`config.mk`:
```
export PLATFORM = sky130hd
export DESIGN_NAME = bj_input_arbiter
export DESIGN_NICKNAME = d
export VERILOG_FILES = /design/src/rtl/bj_pkg.sv /design/src/rtl/bj_cmd_fifo.sv /design/src/rtl/bj_input_arbiter.sv
export SDC_FILE = /design/constraint.sdc
export NUM_CORES = 1
export LEC_CHECK = 0
export ABC_AREA = 0
export BUFFER_PORTS_ARGS = -buffer_cell sky130_fd_sc_hd__buf_2
export CAP_MARGIN = 20
export CORE_MARGIN = 4
export CORE_UTILIZATION = 55
export DETAILED_ROUTE_END_ITERATION = 8
export HOLD_SLACK_MARGIN = 0.02
export PLACE_DENSITY = 0.8
export SYNTH_ARGS = -nofsm -noshare
export SYNTH_HDL_FRONTEND = slang
export SYNTH_SLANG_ARGS = --single-unit
```
`constraint.sdc`:
```
create_clock -name clk -period 4.2 [get_ports clk]
set_clock_uncertainty 0.05 [all_clocks]
set_input_delay 0.21 -clock clk [delete_from_list [all_inputs] [get_ports clk]]
set_output_delay 0.21 -clock clk [all_outputs]
set_load 0.03 [all_outputs]
```
`src/rtl/bj_pkg.sv`:
```
// Shared types for the blackjack button front end: command ids and their width.
// Command id equals the button bit index on the synchronizer bus.
package bj_pkg;

  localparam int BJ_N_BTN = 4;
  localparam int BJ_CMD_W = $clog2(BJ_N_BTN);

  typedef enum logic [BJ_CMD_W-1:0] {
    CMD_DEAL    = BJ_CMD_W'(0),
    CMD_HIT     = BJ_CMD_W'(1),
    CMD_STAND   = BJ_CMD_W'(2),
    CMD_NEWGAME = BJ_CMD_W'(3)
  } bj_cmd_e;

endpackage

```
`src/rtl/bj_cmd_fifo.sv`:
```
// Synchronous command FIFO with a registered head; push to head is one edge.
// A push while full is only taken if a pop happens in the same cycle.
module bj_cmd_fifo #(
  parameter int DEPTH = 4,
  parameter int WIDTH = 2
) (
  input  logic                     clk,
  input  logic                     rst_n,
  input  logic                     push,
  input  logic [WIDTH-1:0]         din,
  input  logic                     pop,
  output logic                     full,
  output logic                     empty,
  output logic [$clog2(DEPTH):0]   count,
  output logic [WIDTH-1:0]         head
);

  localparam int AW = $clog2(DEPTH);

  logic [WIDTH-1:0] mem [DEPTH];
  logic [AW-1:0]    wr_ptr;
  logic [AW-1:0]    rd_ptr;
  logic             push_ok;
  logic             pop_ok;

  assign full    = (count == (AW+1)'(DEPTH));
  assign empty   = (count == '0);
  assign pop_ok  = pop & ~empty;
  assign push_ok = push & (~full | pop_ok);

  always_ff @(posedge clk) begin
    if (push_ok) mem[wr_ptr] <= din;
  end

  always_ff @(posedge clk or negedge rst_n) begin
    if (!rst_n) begin
      wr_ptr <= '0;
      rd_ptr <= '0;
      count  <= '0;
      head   <= '0;
    end else begin
      if (push_ok) wr_ptr <= wr_ptr + AW'(1);
      if (pop_ok)  rd_ptr <= rd_ptr + AW'(1);
      case ({push_ok, pop_ok})
        2'b10:   count <= count + (AW+1)'(1);
        2'b01:   count <= count - (AW+1)'(1);
        default: count <= count;
      endcase
      // Head tracks the entry at the next read pointer; a push into an
      // empty (or emptying) queue bypasses the array.
      if (push_ok && (empty || (pop_ok && count == (AW+1)'(1))))
        head <= din;
      else if (pop_ok && count > (AW+1)'(1))
        head <= mem[rd_ptr + AW'(1)];
    end
  end

endmodule

```
`src/rtl/bj_input_arbiter.sv`:
```
// Button rise pulses -> lockout/pending latches -> round-robin grant -> command FIFO.
// Press-to-cmd_valid is 2 edges minimum; cmd_ready low holds the head and stalls grants when full.
module bj_input_arbiter
  import bj_pkg::*;
#(
  parameter int N_BTN   = BJ_N_BTN,
  parameter int HOLDOFF = 8,
  parameter int DEPTH   = 4
) (
  input  logic                      clk,
  input  logic                      rst_n,
  input  logic [N_BTN-1:0]          btn_rise,
  input  logic                      enable,
  output logic                      cmd_valid,
  output logic [$clog2(N_BTN)-1:0]  cmd_id,
  input  logic                      cmd_ready,
  output logic                      overflow,
  output logic                      busy
);

  localparam int IDW = $clog2(N_BTN);
  localparam int LW  = $clog2(HOLDOFF + 1);
  localparam int FCW = $clog2(DEPTH) + 1;

  logic [N_BTN-1:0] pending;
  logic [N_BTN-1:0] accept;
  logic [N_BTN-1:0] grant_oh;
  logic [LW-1:0]    lockout [N_BTN];
  logic [IDW-1:0]   rr_ptr;
  logic [IDW-1:0]   grant_idx;
  logic             grant_vld;
  logic             can_push;
  logic             pop;
  logic             fifo_full;
  logic             fifo_empty;
  logic [FCW-1:0]   fifo_count;

  assign cmd_valid = ~fifo_empty;
  assign pop       = cmd_valid & cmd_ready;
  assign can_push  = ~fifo_full | pop;
  assign busy      = (|pending) | (fifo_count != '0);

  always_comb begin
    accept = '0;
    for (int i = 0; i < N_BTN; i++)
      accept[i] = btn_rise[i] & enable & (lockout[i] == '0);
  end

  // Search starts just after the last winner so every button gets a turn.
  always_comb begin
    logic [IDW-1:0] idx;
    idx       = '0;
    grant_vld = 1'b0;
    grant_idx = '0;
    for (int off = 1; off <= N_BTN; off++) begin
      idx = IDW'((int'(rr_ptr) + off) % N_BTN);
      if (!grant_vld && can_push && pending[idx]) begin
        grant_vld = 1'b1;
        grant_idx = idx;
      end
    end
    grant_oh = grant_vld ? (N_BTN'(1) << grant_idx) : '0;
  end

  // Lockout reloads to HOLDOFF-1 so that the next accepted rise may come
  // exactly HOLDOFF edges after the previous one.
  always_ff @(posedge clk or negedge rst_n) begin
    if (!rst_n) begin
      pending  <= '0;
      overflow <= 1'b0;
      rr_ptr   <= IDW'(N_BTN - 1);
      for (int i = 0; i < N_BTN; i++) lockout[i] <= '0;
    end else begin
      pending  <= (pending & ~grant_oh) | accept;
      overflow <= overflow | (|(accept & pending & ~grant_oh));
      if (grant_vld) rr_ptr <= grant_idx;
      for (int i = 0; i < N_BTN; i++) begin
        if (accept[i])
          lockout[i] <= LW'(HOLDOFF - 1);
        else if (lockout[i] != '0)
          lockout[i] <= lockout[i] - LW'(1);
      end
    end
  end

  bj_cmd_fifo #(
    .DEPTH (DEPTH),
    .WIDTH (IDW)
  ) u_fifo (
    .clk   (clk),
    .rst_n (rst_n),
    .push  (grant_vld),
    .din   (grant_idx),
    .pop   (pop),
    .full  (fifo_full),
    .empty (fifo_empty),
    .count (fifo_count),
    .head  (cmd_id)
  );

endmodule

```
==> results of run 1 <==
## power breakdown
group / internal, mW / switching [mW] / total, mW
Sequential: 0.631 / 0.155 / 0.786
Combinational: 0.393 / 0.486 / 0.880
Clock: 0.133 / 0.137 / 0.270
Total: 1.16 / 0.778 / 1.94
## critical path, cell delays in order (launching register included)
cell and delay (ns):
dfrtp_1 0.42, inv_1 0.09, ha_1 0.24, nand3b_1 0.16
o31a_4 0.21, inv_2 0.07, a21oi_1 0.45, o32a_1 0.23
o211ai_1 0.08
## final timing paths
path | start | to | depth (start not counted)
min reg2reg | rr_ptr[0] | rr_ptr[0] | 2
max in group asynchronous | rst_n | u_fifo.wr_ptr[0] | 2
min | btn_rise[1] | pending[1] | 3
max | u_fifo.count[0] | overflow | 8
max reg2reg | u_fifo.count[0] | overflow | 8
min in group asynchronous | rst_n | lockout[5] | 2
## registers in the layout (all words and copies together) (netlist names)
signal / cells
lockout: 16
overflow: 1
pending: 4
rr_ptr: 2
u_fifo.count: 3
u_fifo.head: 2
u_fifo.mem: 8
u_fifo.rd_ptr: 2
u_fifo.wr_ptr: 2
## layout by cell type (no fill, tap or decap), drive strengths merged, types with 2 or more instances in the layout
| cell | instances |
|---|---|
| nand2 | 17 |
| inv | 17 |
| nor3 | 5 |
| mux4 | 2 |
| a21o | 6 |
| xnor2 | 4 |
| o22ai | 2 |
| a21boi | 2 |
| edfxtp | 8 |
| a21oi | 12 |
| dfstp | 2 |
| nand3 | 3 |
| buf | 12 |
| nand2b | 11 |
| and2 | 5 |
| clkbuf | 6 |
| o21ai | 17 |
| nor2 | 4 |
| ha | 13 |
| xor2 | 2 |
| mux2i | 6 |
| o21bai | 2 |
| or2 | 4 |
| dfrtp | 30 |
| or3 | 5 |
## cell usage after synthesis (all sizes together) (5+ instances only)
| cell type | number |
|---|---|
| dfrtp | 30 |
| inv | 16 |
| nor3 | 5 |
| and2 | 5 |
| ha | 13 |
| a21o | 6 |
| edfxtp | 8 |
| mux2i | 6 |
| or3 | 5 |
| o21ai | 17 |
| nand2b | 11 |
| a21oi | 12 |
| nand2 | 17 |
## area by class of cell
class	instances	area, um^2
fill	304	1361
sequential	40	1044
multi-input combinational	136	969.7
clock buffer	6	82.58
timing repair buffer	13	70.07
inverter	16	60.06
tap	48	60.06
clock inverter	2	13.76
## routing by layer
metal	GRT usage	up-vias	wire, um
met1	0.1864	690	1571
met5	0	-	0
met4	0.06508	0	36
met2	0.2775	25	1745
li1	-	720	-
met3	0.05507	3	134
## stage by stage
stage / worst slack (ns) / hold WS (ns)
3_5_place_dp: 2.131 / 0.2582
3_3_place_gp: 2.207 / 0.2557
4_1_cts: 2.115 / 0.1552
5_1_grt: 1.923 / 0.1685
2_1_floorplan: 2.282 / -0.1356
6_report: 2.064 / 0.1659
## logic make-up after synthesis
kind of cell | count (synthesis) | synth area share
adders and majority gates | 13 | 0.07794
AOI/OAI and AO/OA | 49 | 0.1547
xor gates and xnor gates | 6 | 0.02518
muxes | 8 | 0.05036
buffers and inverters | 19 | 0.03536
DFF | 40 | 0.5000
and+or+nand+nor | 60 | 0.1565
==> flow_summary.ini, run 1 <==
[outcome]
status = finished clean

[die]
coreArea_um2 = 3661
fp-row-count = 22
dieArea_um2 = 4844
die_y_um = 69.60
initial_core_util = 0.5701
ioPinCount = 13
die_w_um = 69.60

[routing]
drt_pass1_iterations = 4
vias = 1438
wirelength_mm = 3.487
final_antenna_net_count = 0
drt_iter0_drc = 50
vias_per_cell = 5.510
drc = 0
wl_per_cell_um = 13.36

[global_routing]
grt_start_max_net_pins = 33
grt_util_all_layers = 0.1626
antenna_found_initial = 0
grt_overflow = 0
grt_pass1_wl_mm = 6.327
grt_pass1_vias = 1473

[yosys]
synth_edf_count = 8
avgSynthCellArea_um2 = 10.70
netlist_area_um2 = 2087
synth_fp_nets = 216
yosysUniqueCellTypes = 45
yosysTopAreaCell = dfrtp_1
yosysTopAreaCellShare = 0.3597
yosys_register_bits = 40
synthArstFlopShare = 0.8000
ys_seq_area_frac = 0.5000
netlist_instances = 195
synth_warnings = 0
synth_ff_type = dfrtp_1
synth_area_leaders = dfrtp_1 36%, edfxtp_1 12%, ha_1 7.8%

[power]
p_leak_nw = 1.031
max-vdd-ir-drop_mv = 0.3409
p_per_area_nw_per_um2 = 841.5
power_mw = 1.935

[clock_network]
cts.repair.resized = 0
cts_sinks = 40
clock_latency_ns = 0.30
post_cts_buffers = 0
clk_pin_slew_ns = 0.08
numCtsBuffers = 5
cts.path.max_buffers = 2
ctsRootBufferMaster = clkbuf_8
hold_buffers = 1
cts_tree = yes
h-tree-depth = 2

[finish]
drive_gt1_frac = 0.1549
stdcell_area_um2 = 2300
final_core_util = 0.6282
diodes = 0
instances_no_fill = 261
layout.nets = 233
area_growth_pct = 10.19

[worst_setup_path]
crit_arrival_ns = 2.25
criticalPathCategory = register to register
worst_ep_required_time_ns = 4.32
cp-start-kind = register
end_kind = register
regToRegSetupSlack_ns = 2.06
path_max_fanout = 8

[timing]
rsz0062_at_grt = false
drv_slew = 0
tightestPinTransition_ns = 0.7010
setup_tns_ns = 0
max_freq_ghz = 0.4683
setup_viol = 0
fin_crit_sh = 0.5085
layout_min_cycle_time_ns = 2.136
hold_violations = 0
max_slew_margin = 0.5327

[placement]
io_buffers = 12
dp.cells = 252
placed_cell_area_um2 = 2193
dp_hpwl_mm = 2.565
gp_congestion = 0.8244

[flow_run]
drv_cap = 0

[worst_hold_path]
hold_path_class = primary input to register
(Power assumes the default switching activity.)
==> run 2: changes to the inputs <==
--- a/config.mk
+++ b/config.mk
@@ -5,14 +5,14 @@
 export SDC_FILE = /design/constraint.sdc
 export NUM_CORES = 1
 export LEC_CHECK = 0
-export ABC_AREA = 0
+export ABC_AREA = 1
 export BUFFER_PORTS_ARGS = -buffer_cell sky130_fd_sc_hd__buf_2
 export CAP_MARGIN = 20
 export CORE_MARGIN = 4
 export CORE_UTILIZATION = 55
 export DETAILED_ROUTE_END_ITERATION = 8
 export HOLD_SLACK_MARGIN = 0.02
-export PLACE_DENSITY = 0.8
+export PLACE_DENSITY = 0.83
 export SYNTH_ARGS = -nofsm -noshare
 export SYNTH_HDL_FRONTEND = slang
 export SYNTH_SLANG_ARGS = --single-unit
==> constraint.sdc (replaced) <==
create_clock -name clk -period 1.8 [get_ports clk]
set_clock_uncertainty 0.05 [all_clocks]
set_input_delay 0.09 -clock clk [delete_from_list [all_inputs] [get_ports clk]]
set_output_delay 0.09 -clock clk [all_outputs]
set_load 0.03 [all_outputs]
==> run 2 against run 1 <==
Effect of this change:
- the run now ends with setup timing left
- final cell count is 61% higher
- register-to-register slack worse by 2.5 ns
- worst setup slack worse by 2.5 ns
- sequential cell count stayed put
- area after synthesis is 15% higher
- non-clock buffer count is 45 higher
- synthesized cell count is 56% higher
- maximum frequency is 3.7% lower
==> flow_summary.ini, run 2 <==
[outcome]
status = finished, violations left
violations = setup timing

[routing]
final_antenna_net_count = 0
drc = 0
drt_iter0_drc = 178
vias_per_cell = 5.286
wirelength_mm = 6.108
vias = 2215
wl_per_cell_um = 14.58
drt_pass1_iterations = 4

[yosys]
synthArstFlopShare = 0.8000
yosysUniqueCellTypes = 29
synth_warnings = 0
ys_seq_area_frac = 0.4362
synth_area_leaders = dfrtp_1 31%, nand2_1 12%, edfxtp_1 10%
synth_ff_type = dfrtp_1
avgSynthCellArea_um2 = 7.844
synth_edf_count = 8
netlist_instances = 305
yosys-top-cells-count = 76 x nand2_1, 49 x inv_1, 31 x nor2_1, 30 x dfrtp_1, 19 x o21ai_0
netlist_area_um2 = 2392
yosysMostFrequentCell = nand2_1
yosysTopAreaCellShare = 0.3138
yosysTopAreaCell = dfrtp_1
synth_fp_nets = 326
yosys_register_bits = 40

[clock_network]
cts_sinks = 40
cts.path.max_buffers = 2
clock_latency_ns = 0.30
cts_tree = yes
h-tree-depth = 2
numCtsBuffers = 5
clk_pin_slew_ns = 0.08
ctsRootBufferMaster = clkbuf_8

[worst_setup_path]
cpMaxStageDelayCell = dfstp_2
path_max_fanout = 6
slowest_delay_ns = 0.61
crit_family = simple AND/OR/NAND/NOR gates
end_kind = register
regToRegSetupSlack_ns = -0.42
path_cells = buf_4 -> nand2_2 -> nand3_1 -> nand2_2 -> inv_2 -> o21ai_4 -> o211ai_4 -> buf_4 -> buf_6 -> nand3_2 -> nor2_2 -> nor2_1 -> nor2_1 -> nand2_1
criticalPathCategory = register to register
worst_ep_required_time_ns = 1.94
cp-start-kind = register
crit_arrival_ns = 2.35
path_buf_inv = 4

[finish]
area_growth_pct = 34.99
diodes = 0
reg_top3 = lockout x16, u_fifo.mem x8, pending x4
mostFrequentLayoutCell = nand2_1
stdcell_area_um2 = 3229
largest_reg_flops = 16
largest-register = lockout
layout.nets = 389
instances_no_fill = 419
layout_common_cells = 58 x nand2_1, 43 x inv_1, 36 x buf_4
drive_gt1_frac = 0.3848

[timing]
fin_crit_sh = 1.232
drv_slew = 0
setup_viol = 30
max_slew_margin = 0.5290
rsz0062_at_grt = true
fin_ws_ns = -0.4180
tightestPinTransition_ns = 0.7064
max_freq_ghz = 0.4509
layout_min_cycle_time_ns = 2.218
hold_violations = 0

[global_routing]
grt_pass1_vias = 2065
antenna_found_initial = 0
grt_util_all_layers = 0.2121
grt_start_max_net_pins = 33
grt_overflow = 0
grt_pass1_wl_mm = 8.970

[die]
initial_core_util = 0.5813
fp-row-count = 23
ioPinCount = 13
coreArea_um2 = 4115
die_y_um = 73.95
dieArea_um2 = 5469
die_w_um = 73.95

[worst_hold_path]
hold_path_class = primary input to register

[placement]
place_ws_ns = -0.2485
gp_congestion = 0.9148
placed_cell_area_um2 = 2743
dp.cells = 395
dp_hpwl_mm = 3.734
io_buffers = 12

[flow_run]
drv_cap = 0
run 2: cell types whose count changed in the layout (fill, tap and decap cells not counted), moves of 7 or more:
| cell | change |
|---|---|
| buf_4 | +36 |
| nand3_1 | +7 |
| nand2_4 | +13 |
| inv_1 | +28 |
| nand2b_1 | -11 |
| buf_6 | +9 |
| nand2_2 | +21 |
| nor2_1 | +22 |
| nand2_1 | +41 |
run 2: path summary, 6_finish.rpt:
check / start / to / depth (start not counted)
max: rr_ptr[0] / overflow / 14
min: btn_rise[2] / pending[2] / 3
max reg2reg: rr_ptr[0] / overflow / 14
min reg2reg: lockout[4] / lockout[4] / 2
max in group asynchronous: rst_n / lockout[3] / 2
min in group asynchronous: rst_n / u_fifo.rd_ptr[0] / 2
run 2: logic make-up after synthesis:
family,count (synthesis),synth area share
and+or+nand+nor,155,0.3028
xor gates and xnor gates,5,0.01831
DFF,40,0.4362
adders and majority gates,13,0.06799
buffers and inverters,56,0.09414
AOI/OAI and AO/OA,36,0.08055
run 2: layer usage:
metal  GRT usage  wire length (um)  part of all wire  up-vias
met2      0.3750              3040              0.50       67
met3     0.04459               311             0.051       22
met4     0.06640               194             0.032        0
met1      0.2589              2561              0.42     1048
met5           0                 0                 0        -
li1            -                 -                 -     1078
run 2: area by class of cell:
cell class / instances / area, um^2
clock buffer: 5 / 68.82
timing repair buffer: 58 / 456.7
fill: 241 / 885.9
multi-input combinational: 209 / 1343
inverter: 54 / 212.7
tap: 50 / 62.56
sequential: 40 / 1044
clock inverter: 3 / 42.54
run 2: per-stage QoR:
stage,util,hold slack [ns],setup TNS (ns)
after floorplan,-,-0.2556,-0.2491
after global routing,0.7847,0.06414,-10.57
after detailed placement,0.6665,0.1301,-2.767
final,0.7847,0.06218,-8.588
after global placement,0.6665,0.1250,-1.682
after CTS,0.7264,0.05539,-2.621
run 2: repair_timing:
item                                    4_1_cts  5_1_grt
gates resized for setup                      26       44
pin swaps                                     7       27
endpoints found under the setup margin       27       31
setup buffers                                 6       10
cloned                                        0        0
endpoints found under the hold margin        30        0
hold buffers                                  1        0
run 2: worst reg2reg max path, cell delays in order (launching register included):
cell and delay [ns]:
dfstp_2 0.61, buf_4 0.15, nand2_2 0.07, nand3_1 0.12, nand2_2 0.09, inv_2 0.09
o21ai_4 0.06, o211ai_4 0.11, buf_4 0.16, buf_6 0.13, nand3_2 0.10, nor2_2 0.13
nor2_1 0.06, nor2_1 0.10, nand2_1 0.06
Power of run 2 is not shown: default switching activity piles up to over one toggle a cycle in this logic, so the estimate is an artifact.
